### config.mk
export PLATFORM = sky130hd
export DESIGN_NAME = fb_swap_scheduler
export DESIGN_NICKNAME = d
export VERILOG_FILES = /design/src/rtl/fb_pkg.sv /design/src/rtl/fb_clear_engine.sv /design/src/rtl/fb_swap_scheduler.sv
export SDC_FILE = /design/constraint.sdc
export NUM_CORES = 1
export LEC_CHECK = 0
export ABC_AREA = 1
export BUFFER_PORTS_ARGS = -buffer_cell sky130_fd_sc_hd__buf_2
export CAP_MARGIN = 20
export CELL_PAD_IN_SITES_DETAIL_PLACEMENT = 1
export CELL_PAD_IN_SITES_GLOBAL_PLACEMENT = 2
export CORE_MARGIN = 1
export CORE_UTILIZATION = 28
export DETAILED_ROUTE_END_ITERATION = 12
export GPL_TIMING_DRIVEN = 0
export PLACE_DENSITY = 0.91
export SLEW_MARGIN = 10
export SYNTH_ARGS = -nofsm -noshare
export SYNTH_HDL_FRONTEND = slang
export SYNTH_SLANG_ARGS = --single-unit
### constraint.sdc
create_clock -name clk -period 1.8 [get_ports clk]
set_input_delay 0.27 -clock clk [delete_from_list [all_inputs] [get_ports clk]]
set_output_delay 0.27 -clock clk [all_outputs]
set_load 0.02 [all_outputs]
### src/rtl/fb_pkg.sv
// Shared framebuffer definitions used by the swap scheduler, the framebuffer
// memory and the VGA timing blocks.
package fb_pkg;

  localparam int H_VISIBLE = 640;
  localparam int V_VISIBLE = 480;
  localparam int FB_WORDS  = 76800;

  typedef logic [7:0] rgb332_t;

  typedef enum logic [1:0] {
    CLEAR,
    RENDER,
    WAIT_VB,
    SWAP
  } fb_state_t;

endpackage

### src/rtl/fb_clear_engine.sv
// Walks the back buffer from address 0 to FB_WORDS-1, one fill word per cycle,
// while active and enabled; dropping enable aborts the walk and rewinds it.
module fb_clear_engine #(
  parameter int         FB_WORDS    = fb_pkg::FB_WORDS,
  parameter int         ADDR_W      = 20,
  parameter logic [7:0] CLEAR_COLOR = 8'h00
) (
  input  logic              clk,
  input  logic              rst,
  input  logic              active,
  input  logic              enable,
  output logic              we,
  output logic [ADDR_W-1:0] addr,
  output logic [7:0]        data,
  output logic              done
);
  import fb_pkg::*;

  localparam rgb332_t FILL = CLEAR_COLOR;

  logic [ADDR_W-1:0] count;
  logic              last;

  assign last = (count == ADDR_W'(FB_WORDS - 1));
  assign we   = active && enable;
  assign addr = we ? count : '0;
  assign data = we ? FILL : 8'h00;
  assign done = active && (!enable || last);

  // Any cycle that is not a non-final write rewinds, so the next clear starts at 0.
  always_ff @(posedge clk or negedge rst) begin
    if (!rst) begin
      count <= '0;
    end else if (we && !last) begin
      count <= count + ADDR_W'(1);
    end else begin
      count <= '0;
    end
  end

endmodule

### src/rtl/fb_swap_scheduler.sv
// Ping-pong framebuffer sequencer: clears the back buffer, lets the renderer
// draw into it, and swaps front/back only at the start of vertical blanking.
module fb_swap_scheduler #(
  parameter int         H_VISIBLE   = fb_pkg::H_VISIBLE,
  parameter int         V_VISIBLE   = fb_pkg::V_VISIBLE,
  parameter int         FB_WORDS    = fb_pkg::FB_WORDS,
  parameter int         ADDR_W      = 20,
  parameter logic [7:0] CLEAR_COLOR = 8'h00
) (
  input  logic              clk,
  input  logic              rst,
  input  logic [9:0]        hc,
  input  logic [9:0]        vc,
  input  logic              clear_en,
  input  logic              render_done,
  input  logic [ADDR_W-1:0] ren_addr,
  input  logic [7:0]        ren_data,
  input  logic              ren_we,
  output logic              render_go,
  output logic [ADDR_W-1:0] wr_addr,
  output logic [7:0]        wr_data,
  output logic              wr_we,
  output logic              front_sel,
  output logic [15:0]       frame_count,
  output logic [7:0]        missed_frames
);
  import fb_pkg::*;

  fb_state_t         state, state_next;
  logic [9:0]        vc_q;
  logic              vb_armed;
  logic              vblank;
  logic              clear_active, clear_we, clear_done;
  logic [ADDR_W-1:0] clear_addr;
  rgb332_t           clear_data;
  logic              unused_ok;

  // Horizontal position is only meaningful to the VGA block.
  assign unused_ok = ^{hc, 10'(H_VISIBLE)};

  assign vblank = (vc == 10'(V_VISIBLE)) && (vc_q != 10'(V_VISIBLE));

  // Keep the write port silent while reset is held, even though state sits in CLEAR.
  assign clear_active = (state == CLEAR) && rst;

  fb_clear_engine #(
    .FB_WORDS   (FB_WORDS),
    .ADDR_W     (ADDR_W),
    .CLEAR_COLOR(CLEAR_COLOR)
  ) u_clear (
    .clk   (clk),
    .rst   (rst),
    .active(clear_active),
    .enable(clear_en),
    .we    (clear_we),
    .addr  (clear_addr),
    .data  (clear_data),
    .done  (clear_done)
  );

  always_ff @(posedge clk or negedge rst) begin
    if (!rst) begin
      state <= CLEAR;
    end else begin
      state <= state_next;
    end
  end

  // vb_armed makes WAIT_VB ignore a vblank that coincides with its first cycle.
  always_comb begin
    state_next = state;
    case (state)
      CLEAR:   if (clear_done) state_next = RENDER;
      RENDER:  if (render_done) state_next = WAIT_VB;
      WAIT_VB: if (vblank && vb_armed) state_next = SWAP;
      SWAP:    state_next = CLEAR;
      default: state_next = CLEAR;
    endcase
  end

  always_comb begin
    wr_we   = 1'b0;
    wr_addr = '0;
    wr_data = '0;
    case (state)
      CLEAR: begin
        wr_we   = clear_we;
        wr_addr = clear_addr;
        wr_data = clear_data;
      end
      RENDER: begin
        wr_we   = ren_we;
        wr_addr = ren_addr;
        wr_data = ren_data;
      end
      default: ;
    endcase
  end

  // The swap is committed on the vblank cycle so it is visible during SWAP.
  always_ff @(posedge clk or negedge rst) begin
    if (!rst) begin
      vc_q          <= '0;
      vb_armed      <= 1'b0;
      render_go     <= 1'b0;
      front_sel     <= 1'b0;
      frame_count   <= '0;
      missed_frames <= '0;
    end else begin
      vc_q      <= vc;
      vb_armed  <= (state == WAIT_VB);
      render_go <= (state == CLEAR) && (state_next == RENDER);
      if ((state == WAIT_VB) && (state_next == SWAP)) begin
        front_sel   <= ~front_sel;
        frame_count <= frame_count + 16'd1;
      end
      if (vblank && ((state == CLEAR) || (state == RENDER)) && (missed_frames != 8'hFF)) begin
        missed_frames <= missed_frames + 8'd1;
      end
    end
  end

endmodule

Word-level counts from Yosys, hierarchy flattened
Cells that the tools add are included.

Input bits: 53. Bits in read-only memories: 0. Bits in latches: 0. RAM bits: 0. Register bits after elaboration: 59. Word-level logic and storage cells: 45. Memories: 0.

Multiply operators: 0. Bitwise logic cells: 1. Add/subtract/negate cells: 3. Divide/modulo/power cells: 0. Reductions and logical operators: 15. Shifts and indexed selects: 0. Muxes and demuxes: 9. Eq/ne operators: 9. Order comparisons: 0.

Operators with widths (number): 20-bit two-way mux (2); 20-bit case mux with 2 select lines (1); 20-bit by 1-bit adder with 20-bit output, second input constant (1); 20-bit by 17-bit == test with 1-bit output, second input constant (1); 16-bit by 1-bit adder with 16-bit output, second input constant (1); 10-bit by 9-bit == test with 1-bit output, second input constant (1); 1-bit logical AND (10); 10-bit by 9-bit != test with 1-bit output, second input constant (1); 8-bit by 1-bit adder with 8-bit output, second input constant (1); 8-bit two-way mux (1); 8-bit != test, second input constant (1); 2-bit case mux with 4 select lines (1); 2-bit == test, second input constant (3); 2-bit two-way mux (3); 2-bit by 1-bit == test with 1-bit output, second input constant (2); 1-bit logical NOT (2); 2-bit logical NOT (1); 1-bit logical OR (2); 1-bit case mux with 2 select lines (1); 1-bit NOT (1).

Longest topological paths before layout
Gate-level depths: netlist of run 1.

Word-level depth: 7. Gate-level depth with buffers: 11. Gate-level depth less buffers: 11.

Hierarchy
A second synthesis of run 1 with hierarchy kept.

Cell total of the unflattened synthesis: 562. Area total of the unflattened synthesis: 3838.7 um2.

Modules (own cells, without submodules): fb_swap_scheduler (seq. area each 975.9 um2, area an instance 2474.9 um2, times used 1, cells an instance 352); fb_clear_engine (seq. area each 500.5 um2, area an instance 1363.8 um2, times used 1, cells an instance 210).

Least setup slack after synthesis of run 1
No wires, ideal clock.

Path kind: reg2out. Start point: register state[0]. End point: output port wr_addr[10]. Arrival time: 1.401 ns. Slack: 0.129 ns. Cell stages (with the launch flop): 6. Buffers on the path: 2. Required time: 1.530 ns. Cell sequence: dfrtp_1 -> buf_6 -> nor2_4 -> nand3_4 -> clkbuf_1 -> o21ai_0.

Word-level cells in the longest chain between the ends: 5.

RTL lines: start, declared (line fb_swap_scheduler.sv:29) `fb_state_t state, state_next;`; start signal, assigned (line fb_swap_scheduler.sv:65) `state <= state_next;`; 2-bit logical NOT (line fb_swap_scheduler.sv:44, fb_swap_scheduler.sv:85); 1-bit logical AND (line fb_swap_scheduler.sv:44) `assign clear_active = (state == CLEAR) && rst;`; 1-bit logical AND (line fb_clear_engine.sv:25) `assign we = active && enable;`; 20-bit two-way mux (line fb_clear_engine.sv:26) `assign addr = we ? count : '0;`; 20-bit case mux with 2 select lines (*) (line fb_swap_scheduler.sv:85) `case (state)`; end, declared (line fb_swap_scheduler.sv:20) `output logic [ADDR_W-1:0] wr_addr,`.

Every way passes the cells marked *; elsewhere a longest branch is shown, timed or not.

Worst setup path in the final report of run 1
Start point: register state[1]. End point: output port wr_addr[1].

The elaborated chain is that of the path after synthesis.

==> reports/metrics.yaml, run 1 <==
postLayoutSetupSlackWorst_ns: -0.00534
die_width_um: 115
cts_inserted_buffers: 9
post-route-min-period_ns: 1.81
detail_route.vias_per_cell: 4.65
ys_seq_elements: 59
insertion_delay_to_the_later_sink_of_the_worst_skew_pair_ns: 0.33
clock-root-buffer: "clkbuf_16"
wl_mm: 10.9
fin_worst_skew_ns: 0.00610
number_of_global_route_vias_before_repair: 3677
grt_first_pass_wirelength_mm: 17.9
power.clock.fraction: 0.364
busiest_layer: "met2"
drtPass1Iterations: 4
final_hold_violations: 0
mappedNetlistNets: 554
synth-edff-count: 0
main_combinational_cell_family_by_area_after_synthesis: "simple AND/OR/NAND/NOR gates"
fraction_of_met1_tracks_used_by_global_routing: 0.216
detail_route.drc_violations: 0
num_vias: 3681
num-nets-final: 672
synthArstFlopShare: 1.00
synthSimpleGateAreaFrac: 0.365
power.static_leakage_nw: 2.41
synthDominantAreaCellType: "dfrtp_1"
synthXorXnorAreaFrac: 0.0610
synth_compound_area_frac: 0.0516
list_of_most_frequent_post_synthesis_cells: "nand2_1 (124), nor2_1 (74), inv_1 (69), nand3_1 (62), dfrtp_1 (59)"
avgSynthCellArea_um2: 7.21
p_switching_mw: 1.68
sequential_fraction_of_design_power: 0.305
synth_adder_area_share: 0.0105
synth_warnings: 0
clock.fmax_ghz: 0.554
rows: 41
multiInputGateArea_mm2: 0.00183
netlist_area_mm2: 0.00359
detail_route.wl_per_cell_um: 13.7
p_comb_frac: 0.331
gr-total-overflow: 0
total_power_mw: 4.85
min-delay-path-class: "input port to flip-flop"
sequential_cell_area_mm2: 0.00148
detail_route.iter0.violations: 104
tightestPinTransition_ns: 0.326
fp.dieH_um: 115
sw_frac_of_total: 0.346
grt.met3_usage: 0.0316
number_of_antenna_violations_at_the_first_check_in_global_routing: 0
setup.worst_path.class: "flip-flop to primary output"
critical_path.startpoint_type: "flip-flop"
clockBufferDepth: 2
clock_tree.htree_level_count: 3
antenna_violating_nets_post_route: 0
slew_violations: 0
place_hpwl_mm: 8.11
timing.slew.headroom: 0.781
area_delta_synth_final_pct: 36.0
post-route-period-util: 1.00
synth.mux.area_fraction: 0
numPortBuffers: 97
grt_start_max_net_pins: 34
worst_ep_required_time_ns: 1.53
synth_flop_cell: "dfrtp_1"
status: "finished with violations"
syn_inst: 498
core_area_mm2: 0.0126
synth_largest_type_area_fraction: 0.411
timing.hold.ws_ns: 0.0610
synthTopCellsByArea: "dfrtp_1 (41%), nand2_1 (13%), nand3_1 (8.6%)"
gp_routability_congestion: 0.797
yosys.cell_types.count: 29
critical_path_peak_fanout: 6
endpoint_kind: "primary output"
yosys.cell_count.top_type: "nand2_1"
timing.max_cap.violations: 0
failed_checks: "setup timing"
tritoncts_num_sinks: 59
total_negative_slack_ns: -0.00534
cellPowerDensity_mw_per_mm2: 994
vdd_drop_max_uv: 381
clk_pin_slew_ns: 0.05
grt.met2_usage: 0.304
nFillCells: 1608
grt_setup_unrepaired: "yes"
finalSetupViolCount: 1
worst_ep_arrival_time_ns: 1.54
start_util: 0.286
boundaryPins: 108
internal_power_mw: 3.17
synth-seq-area-share: 0.411
cts_tree: "done"
num_antenna_cells: 0
globalRouteTotalUtil: 0.175
fp.dieArea_mm2: 0.0133
share_of_post_route_cells_with_drive_strength_above_1: 0.271
timing repair:
item	CTS	global route
cloned	1	0
setup buffers	6	2
hold endpoints to repair	26	0
setup endpoints to repair	36	42
gates resized for setup	61	11
hold buffers	2	0
pin swaps	2	4
metal layers:
| layer | vias up | part of all wire | routed length, µm |
|---|---|---|---|
| met5 | - | 0 | 0 |
| met4 | 0 | 0.020 | 221 |
| met3 | 17 | 0.050 | 547 |
| met2 | 97 | 0.47 | 5140 |
| met1 | 1766 | 0.46 | 4960 |
| li1 | 1801 | - | - |
power groups by stage:
stage | clock, mW | sequential (mW) | combinational [mW]
after detailed placement | 0 | 1.48 | 1.32
after CTS | 1.80 | 1.47 | 1.59
after global placement | 0 | 1.48 | 1.28
after global routing | 1.86 | 1.49 | 1.75
final | 1.77 | 1.48 | 1.61
after floorplan | 0 | 1.49 | 0.828
path summary, 6_finish.rpt:
kind	from	end	slack [ns]	depth (start not counted)
setup / recovery	state[1]	wr_addr[1]	-0.005	5
hold / removal	vc[9]	vc_q[9]	0.06	1
setup reg to reg	u_clear.count[0]	u_clear.count[3]	0.14	9
hold reg to reg	u_clear.count[0]	u_clear.count[0]	0.51	1
max in group asynchronous	rst	u_clear.count[0]	0.97	3
min in group asynchronous	rst	u_clear.count[4]	0.61	3
area by class of cell:
| class | instances | share of cell area |
|---|---|---|
| Multi-Input combinational cell | 355 | 0.375 |
| Sequential cell | 59 | 0.303 |
| Timing Repair Buffer | 109 | 0.141 |
| Inverter | 72 | 0.0561 |
| Clock buffer | 12 | 0.0546 |
| Tap cell | 172 | 0.0441 |
| Buffer | 10 | 0.0195 |
| Clock inverter | 2 | 0.00717 |
state kept, by name (all words and copies together), names as in the netlist:
signal and cells:
u_clear.count 20, render_go 1, vb_armed 1, missed_frames 8, frame_count 16, front_sel 1
vc_q 10, state 2
cells in the final DEF (no fill, tap or decap), drive strengths merged:
master,count
nand2,125
buf,115
nor2,79
inv,71
nand3,64
dfrtp,59
o21ai,27
clkbuf,15
xor2,14
nor3,14
xnor2,11
nand4,7
a32o,4
nor3b,4
ha,3
clkinv,2
a21oi,2
and3,1
bufinv,1
dlygate4sd3,1
cells by family after synthesis:
group / after synthesis
and+or+nand+nor: 294
buffers and inverters: 84
DFF: 59
AOI/OAI and AO/OA: 33
xor gates and xnor gates: 25
adders and majority gates: 3
worst max-delay path, cell delays in order, from the launching register on:
cell,delay [ns]
dfrtp_2,0.44
nor2_4,0.16
nand3_4,0.13
buf_6,0.18
o21ai_2,0.15
buf_6,0.14
metrics by stage:
| step | setup WS [ns] | cell area (µm²) | util | instances |
|---|---|---|---|---|
| 2_1_floorplan | 0.129 | 3590 | - | 498 |
| 3_3_place_gp | -0.913 | 4290 | 0.341 | 767 |
| 3_5_place_dp | -0.0371 | 4310 | 0.343 | 768 |
| 4_1_cts | -0.0447 | 4840 | 0.385 | 791 |
| 5_1_grt | -0.0814 | 4880 | 0.389 | 791 |
| 6_report | -0.00534 | 4880 | 0.389 | 791 |
(Power assumes the default switching activity.)
==> inputs of run 2 (changes only) <==
--- a/config.mk
+++ b/config.mk
@@ -5,16 +5,15 @@
 export SDC_FILE = /design/constraint.sdc
 export NUM_CORES = 1
 export LEC_CHECK = 0
-export ABC_AREA = 1
 export BUFFER_PORTS_ARGS = -buffer_cell sky130_fd_sc_hd__buf_2
 export CAP_MARGIN = 20
 export CELL_PAD_IN_SITES_DETAIL_PLACEMENT = 1
 export CELL_PAD_IN_SITES_GLOBAL_PLACEMENT = 2
 export CORE_MARGIN = 1
-export CORE_UTILIZATION = 28
+export CORE_UTILIZATION = 29
 export DETAILED_ROUTE_END_ITERATION = 12
 export GPL_TIMING_DRIVEN = 0
-export PLACE_DENSITY = 0.91
+export PLACE_DENSITY = 0.89
 export SLEW_MARGIN = 10
 export SYNTH_ARGS = -nofsm -noshare
 export SYNTH_HDL_FRONTEND = slang
==> run 2 against run 1 <==
  * The flow finishes with violations (hold timing, setup timing)
  * Die area decreased by 23%
  * Core utilization increased by 4.4 points
  * Sequential power shrank 3%
  * Setup slack worse by 0.035 ns
  * Critical endpoint is now u_clear.count[11]
==> reports/metrics.yaml, run 2 <==
start_util: 0.305
power.static_leakage_nw: 2.01
total_negative_slack_ns: -0.720
postLayoutSetupSlackWorst_ns: -0.0407
worst_path_dominant_cell_family: "simple AND/OR/NAND/NOR gates"
synth-seq-area-share: 0.517
clock.fmax_ghz: 0.543
largest_register_ffs: 20
core_area_mm2: 0.00937
min-delay-path-class: "input port to async pin"
failed_checks: "hold timing, setup timing"
most_common_cell_after_layout_fill_and_taps_aside: "buf_2"
number_of_global_route_vias_before_repair: 2652
final_cell_mix: "buf_2 (76), dfrtp_1 (57), xor2_1 (29), buf_6 (23)"
timing.hold.ws_ns: -0.114
registers_with_the_highest_flip_flop_counts: "u_clear.count: 20 flops, frame_count: 16 flops, vc_q: 10 flops"
power.clock.fraction: 0.342
slew_violations: 0
mappedNetlistNets: 321
largest_register: "u_clear.count"
grt_setup_unrepaired: "yes"
sequential_fraction_of_design_power: 0.405
fin_worst_skew_ns: 0.0129
placed_cells: 491
synthDominantAreaCellType: "dfrtp_1"
clk_pin_slew_ns: 0.08
clock-root-buffer: "clkbuf_8"
timing.max_cap.violations: 0
synthTopCellsByArea: "dfrtp_1 (52%), xor2_1 (8.9%), a22o_1 (6.1%)"
fp.dieH_um: 101
place_hpwl_mm: 5.66
ys_seq_elements: 59
netlist_area_mm2: 0.00286
grt_first_pass_wirelength_mm: 12.6
rows: 35
worst_ep_arrival_time_ns: 2.05
critical_path.startpoint_type: "flip-flop"
tritoncts_num_sinks: 59
avgSynthCellArea_um2: 10.8
cts_tree: "done"
critical_path_buf_inv_count: 1
nFillCells: 1090
post-route-min-period_ns: 1.84
slowest_stage_cell_on_the_critical_path: "or4_4"
internal_power_mw: 2.47
insertion_delay_to_the_later_sink_of_the_worst_skew_pair_ns: 0.34
synth_flop_cell: "dfrtp_1"
antenna_violating_nets_post_route: 0
tightestPinTransition_ns: 0.569
crit_path_max_incr_delay_ns: 0.54
reg2reg_depth: 6
yosys.cell_types.count: 36
worst-r2r-setup-slack_ns: -0.04
clock_tree.htree_level_count: 3
cellPowerDensity_mw_per_mm2: 874
synth_warnings: 0
worstReg2RegStart: "u_clear.count[12]"
sw_frac_of_total: 0.302
synth-edff-count: 0
clockBufferDepth: 2
p_comb_frac: 0.253
synth_largest_type_area_fraction: 0.517
fp.dieArea_mm2: 0.0102
critical_path_peak_fanout: 10
detail_route.vias_per_cell: 4.96
filler_free_cell_count_of_the_finished_design: 516
timing.slew.headroom: 0.621
detail_route.iter0.violations: 44
wl_mm: 8.07
grt_start_max_net_pins: 63
detail_route.drc_violations: 0
number_of_antenna_violations_at_the_first_check_in_global_routing: 0
rr_endpoint: "u_clear.count[11]"
finalSetupViolCount: 36
num_antenna_cells: 0
gp_routability_congestion: 0.782
vdd_drop_max_uv: 339
synthArstFlopShare: 1.00
drtPass1Iterations: 4
globalRouteTotalUtil: 0.158
status: "finished with violations"
yosys.cell_count.top_type: "dfrtp_1"
list_of_most_frequent_post_synthesis_cells: "dfrtp_1 (59), xor2_1 (29), nor2_1 (27), a22o_1 (20), nand2_1 (20)"
cts_inserted_buffers: 9
die_width_um: 101
numPortBuffers: 97
path_cells: "or4_4, nor4_4, nand4_4, nand2_4, buf_8, nor2_1"
worst_ep_required_time_ns: 2.01
num-nets-final: 439
syn_inst: 265
detail_route.wl_per_cell_um: 15.6
gr-total-overflow: 0
boundaryPins: 108
p_switching_mw: 1.07
area_delta_synth_final_pct: 41.9
post-route-period-util: 1.02
setup.worst_path.class: "flip-flop to flip-flop"
final_hold_violations: 59
num_vias: 2557
share_of_post_route_cells_with_drive_strength_above_1: 0.406
endpoint_kind: "flip-flop"
[run 2: cell types whose count changed after synthesis, moves of 4 or more]
cell     change
a32o_1       -4
nor4_1      +12
nand2_1    -104
nand3_1     -49
nor3_1       -6
nor3b_2      -4
inv_1       -64
xor2_1      +15
nor2_1      -47
and2_1       +8
a22o_1      +20
o21ai_0     -23
[run 2: worst max path at each step]
stage / start / to / slack [ns] / cells past startpoint
final: u_clear.count[12] / u_clear.count[11] / -0.04 / 6
after global routing: state[1] / wr_addr[0] / -0.12 / 5
after CTS: state[1] / wr_addr[15] / -0.04 / 5
after detailed placement: rst / wr_addr[15] / -0.55 / 5
after global placement: rst / wr_addr[0] / -1.01 / 5
after floorplan: u_clear.count[10] / u_clear.count[14] / 0.1 / 6
[run 2: cell type report]
type	count	area [µm²]	share of cell area
inverters	5	18.8	0.00463
multi-input cells	194	1430	0.353
repair buffers	106	688	0.170
plain buffers	8	82.6	0.0204
clock buffers	11	141	0.0349
well taps	129	161	0.0398
clock inverters	4	51.3	0.0127
flip-flops and latches	59	1480	0.365
[run 2: cells by family after synthesis]
group                    count (synthesis)  synth area share
AO/OA/AOI/OAI                           26            0.0741
XOR/XNOR                                39             0.120
adder cells (fa/ha/maj)                  3            0.0131
buffers and inverters                   13            0.0223
flip-flops                              59             0.517
multiplexers                             2           0.00789
AND/OR/NAND/NOR                        123             0.246
[run 2: timing repair]
action | in CTS | in global routing
setup endpoints to repair | 47 | 50
endpoints found under the hold margin | 59 | 59
pin swaps | 4 | 10
gates cloned | 0 | 1
buffers inserted | 7 | 2
resized for setup | 50 | 33
[run 2: metal layers]
layer / GRT usage / wire [µm]
met5: 0 / 0
met4: 0.0647 / 138
met3: 0.0380 / 370
met2: 0.288 / 4230
met1: 0.177 / 3330
[run 2: worst register-to-register path: stages, from the launching register on]
cell     delay (ns)
dfrtp_1        0.42
or4_4          0.54
nor4_4         0.27
nand4_4        0.18
nand2_4        0.13
buf_8          0.13
nor2_1         0.05
[run 2: power by group through the flow]
stage,Combinational [mW],Sequential [mW],Clock (mW)
after floorplan,0.418,1.44,0
after global placement,0.665,1.44,0
after detailed placement,0.676,1.44,0
after CTS,0.836,1.42,1.25
after global routing,0.956,1.44,1.31
final,0.896,1.43,1.21
[run 2: per-stage QoR]
| stage | setup slack (ns) | utilization | instance area (µm²) | total power [mW] |
|---|---|---|---|---|
| after detailed placement | -0.546 | 0.374 | 3500 | 2.12 |
| after global routing | -0.118 | 0.432 | 4050 | 3.71 |
| final | -0.0407 | 0.432 | 4050 | 3.54 |
| after floorplan | 0.0999 | - | 2860 | 1.86 |
| after global placement | -1.01 | 0.374 | 3500 | 2.11 |
| after CTS | -0.0363 | 0.416 | 3900 | 3.51 |
==> inputs of run 3 (changes only) <==
--- a/config.mk
+++ b/config.mk
@@ -9,6 +9,7 @@
 export CAP_MARGIN = 20
 export CELL_PAD_IN_SITES_DETAIL_PLACEMENT = 1
 export CELL_PAD_IN_SITES_GLOBAL_PLACEMENT = 2
+export CORE_ASPECT_RATIO = 0.75
 export CORE_MARGIN = 1
 export CORE_UTILIZATION = 29
 export DETAILED_ROUTE_END_ITERATION = 12
==> run 3 against run 2 <==
  * Core utilization grew 3.2 points
  * Flip-flop and latch count is the same
  * Highest routed layer unchanged
  * Setup slack gained 0.016 ns
  * Total power grew 16%
  * Largest power group is now clock
  * The flow still finishes with violations (hold timing, setup timing)
==> reports/metrics.yaml, run 3 (synthesis gave the netlist of run 2 again) <==
status: "finished with violations"
failed_checks: "hold timing, setup timing"
clockBufferDepth: 2
most_common_cell_after_layout_fill_and_taps_aside: "buf_2"
timing_startpoint_of_the_critical_path: "state[1]"
critical-path-top-cell-by-count: "buf_6"
core_area_mm2: 0.00931
grt_start_max_net_pins: 63
grt_setup_unrepaired: "yes"
number_of_global_route_vias_before_repair: 2606
rr_endpoint: "u_clear.count[15]"
min-delay-path-class: "input port to async pin"
gp_routability_congestion: 0.748
fp.dieH_um: 87.9
grt_first_pass_wirelength_mm: 13.4
number_of_antenna_violations_at_the_first_check_in_global_routing: 0
tritoncts_num_sinks: 59
num-nets-final: 447
setup.worst_path.end: "wr_addr[2]"
vdd_drop_max_uv: 476
fin_worst_skew_ns: 0.00827
fraction_of_met1_tracks_used_by_global_routing: 0.233
power.static_leakage_nw: 2.12
start_util: 0.307
setup.worst_path.class: "flip-flop to primary output"
tightestPinTransition_ns: 0.499
worst_ep_arrival_time_ns: 1.55
final_cell_mix: "buf_2 (76), dfrtp_1 (56), xor2_1 (27), buf_6 (20), a22o_1 (20)"
clk_pin_slew_ns: 0.05
wl_mm: 9.05
endpoint_kind: "primary output"
critical_path_peak_fanout: 5
slew_violations: 0
worst_ep_required_time_ns: 1.53
die_width_um: 117
place_hpwl_mm: 5.88
path_cells: "nor2_4, and3_4, buf_6, a22o_1, buf_6"
gr-total-overflow: 0
slowest_stage_cell_on_the_critical_path: "dfrtp_2"
insertion_delay_to_the_later_sink_of_the_worst_skew_pair_ns: 0.32
boundaryPins: 108
busiest_layer: "met2"
fp.dieArea_mm2: 0.0103
detail_route.wl_per_cell_um: 17.3
globalRouteTotalUtil: 0.175
worst-r2r-setup-slack_ns: -0.01
grt.met2_usage: 0.280
largest_register_ffs: 20
largest_register: "u_clear.count"
detail_route.vias_per_cell: 4.89
postLayoutSetupSlackWorst_ns: -0.0244
cellPowerDensity_mw_per_mm2: 950
area_delta_synth_final_pct: 51.4
share_of_post_route_cells_with_drive_strength_above_1: 0.444
critical_path.startpoint_type: "flip-flop"
numPortBuffers: 97
drtPass1Iterations: 4
crit_path_max_incr_delay_ns: 0.44
post-route-min-period_ns: 1.82
clock_tree.htree_level_count: 3
num_antenna_cells: 0
reg2reg_depth: 6
grt.met3_usage: 0.0381
detail_route.drc_violations: 0
clock.fmax_ghz: 0.548
finalSetupViolCount: 6
post-route-period-util: 1.01
timing.hold.ws_ns: -0.127
total_negative_slack_ns: -0.0555
final_hold_violations: 59
detail_route.iter0.violations: 104
clock-root-buffer: "clkbuf_16"
cts_tree: "done"
registers_with_the_highest_flip_flop_counts: "u_clear.count: 20 flops, frame_count: 16 flops, vc_q: 10 flops"
rows: 30
cts_inserted_buffers: 9
timing.slew.headroom: 0.667
worstReg2RegStart: "u_clear.count[10]"
num_vias: 2564
antenna_violating_nets_post_route: 0
timing.max_cap.violations: 0
[run 3: worst min-delay path by stage]
stage	end	slack, ns	depth (start not counted)
floorplan	frame_count[0]	-0.03	0
global route	frame_count[15]	-0.08	1
finish	missed_frames[1]	-0.13	1
global placement	vc_q[5]	0.39	1
detailed placement	vc_q[9]	0.40	1
CTS	missed_frames[7]	-0.10	1
[run 3: power breakdown]
part | switching [mW] | internal (mW)
registers | 0.0675 | 1.38
logic | 0.525 | 0.478
clock network | 0.575 | 1.08
[run 3: final cells by class]
cell class,instances,area [µm²]
multi-input combinational,194,1520
clock inverter,1,5.00
clock buffer,15,288
tap,128,160
buffer,8,90.1
fill,1074,4980
timing repair buffer,114,758
inverter,5,18.8
sequential,59,1480
[run 3: worst max-delay path, delay by kind of cell, from the launching register on]
kind | cells | cell delay [ns]
AND/OR/NAND/NOR | 2 | 0.36
AO/OA/AOI/OAI | 1 | 0.17
buffers and inverters | 2 | 0.27
flip-flops | 1 | 0.44
[run 3: stage by stage]
stage	utilization	total power, mW	area, µm²	std cells	setup slack, ns
floorplan	-	1.86	2860	265	0.0999
global placement	0.376	2.12	3500	490	-1.05
detailed placement	0.376	2.13	3500	490	-0.606
CTS	0.433	4.03	4030	518	-0.00625
global route	0.465	4.26	4320	524	-0.0868
finish	0.465	4.11	4320	524	-0.0244
[run 3: metal layers]
metal / up-vias / wire length [µm]
li1: 1198 / -
met1: 1316 / 4150
met2: 42 / 4530
met3: 8 / 269
met4: 0 / 107
met5: - / 0
[run 3: repair_timing]
action,CTS,global route
setup endpoints to repair,49,53
gates resized for setup,52,52
endpoints found under the hold margin,59,59
pin swaps,7,13
buffers inserted,10,4
cloned,2,2
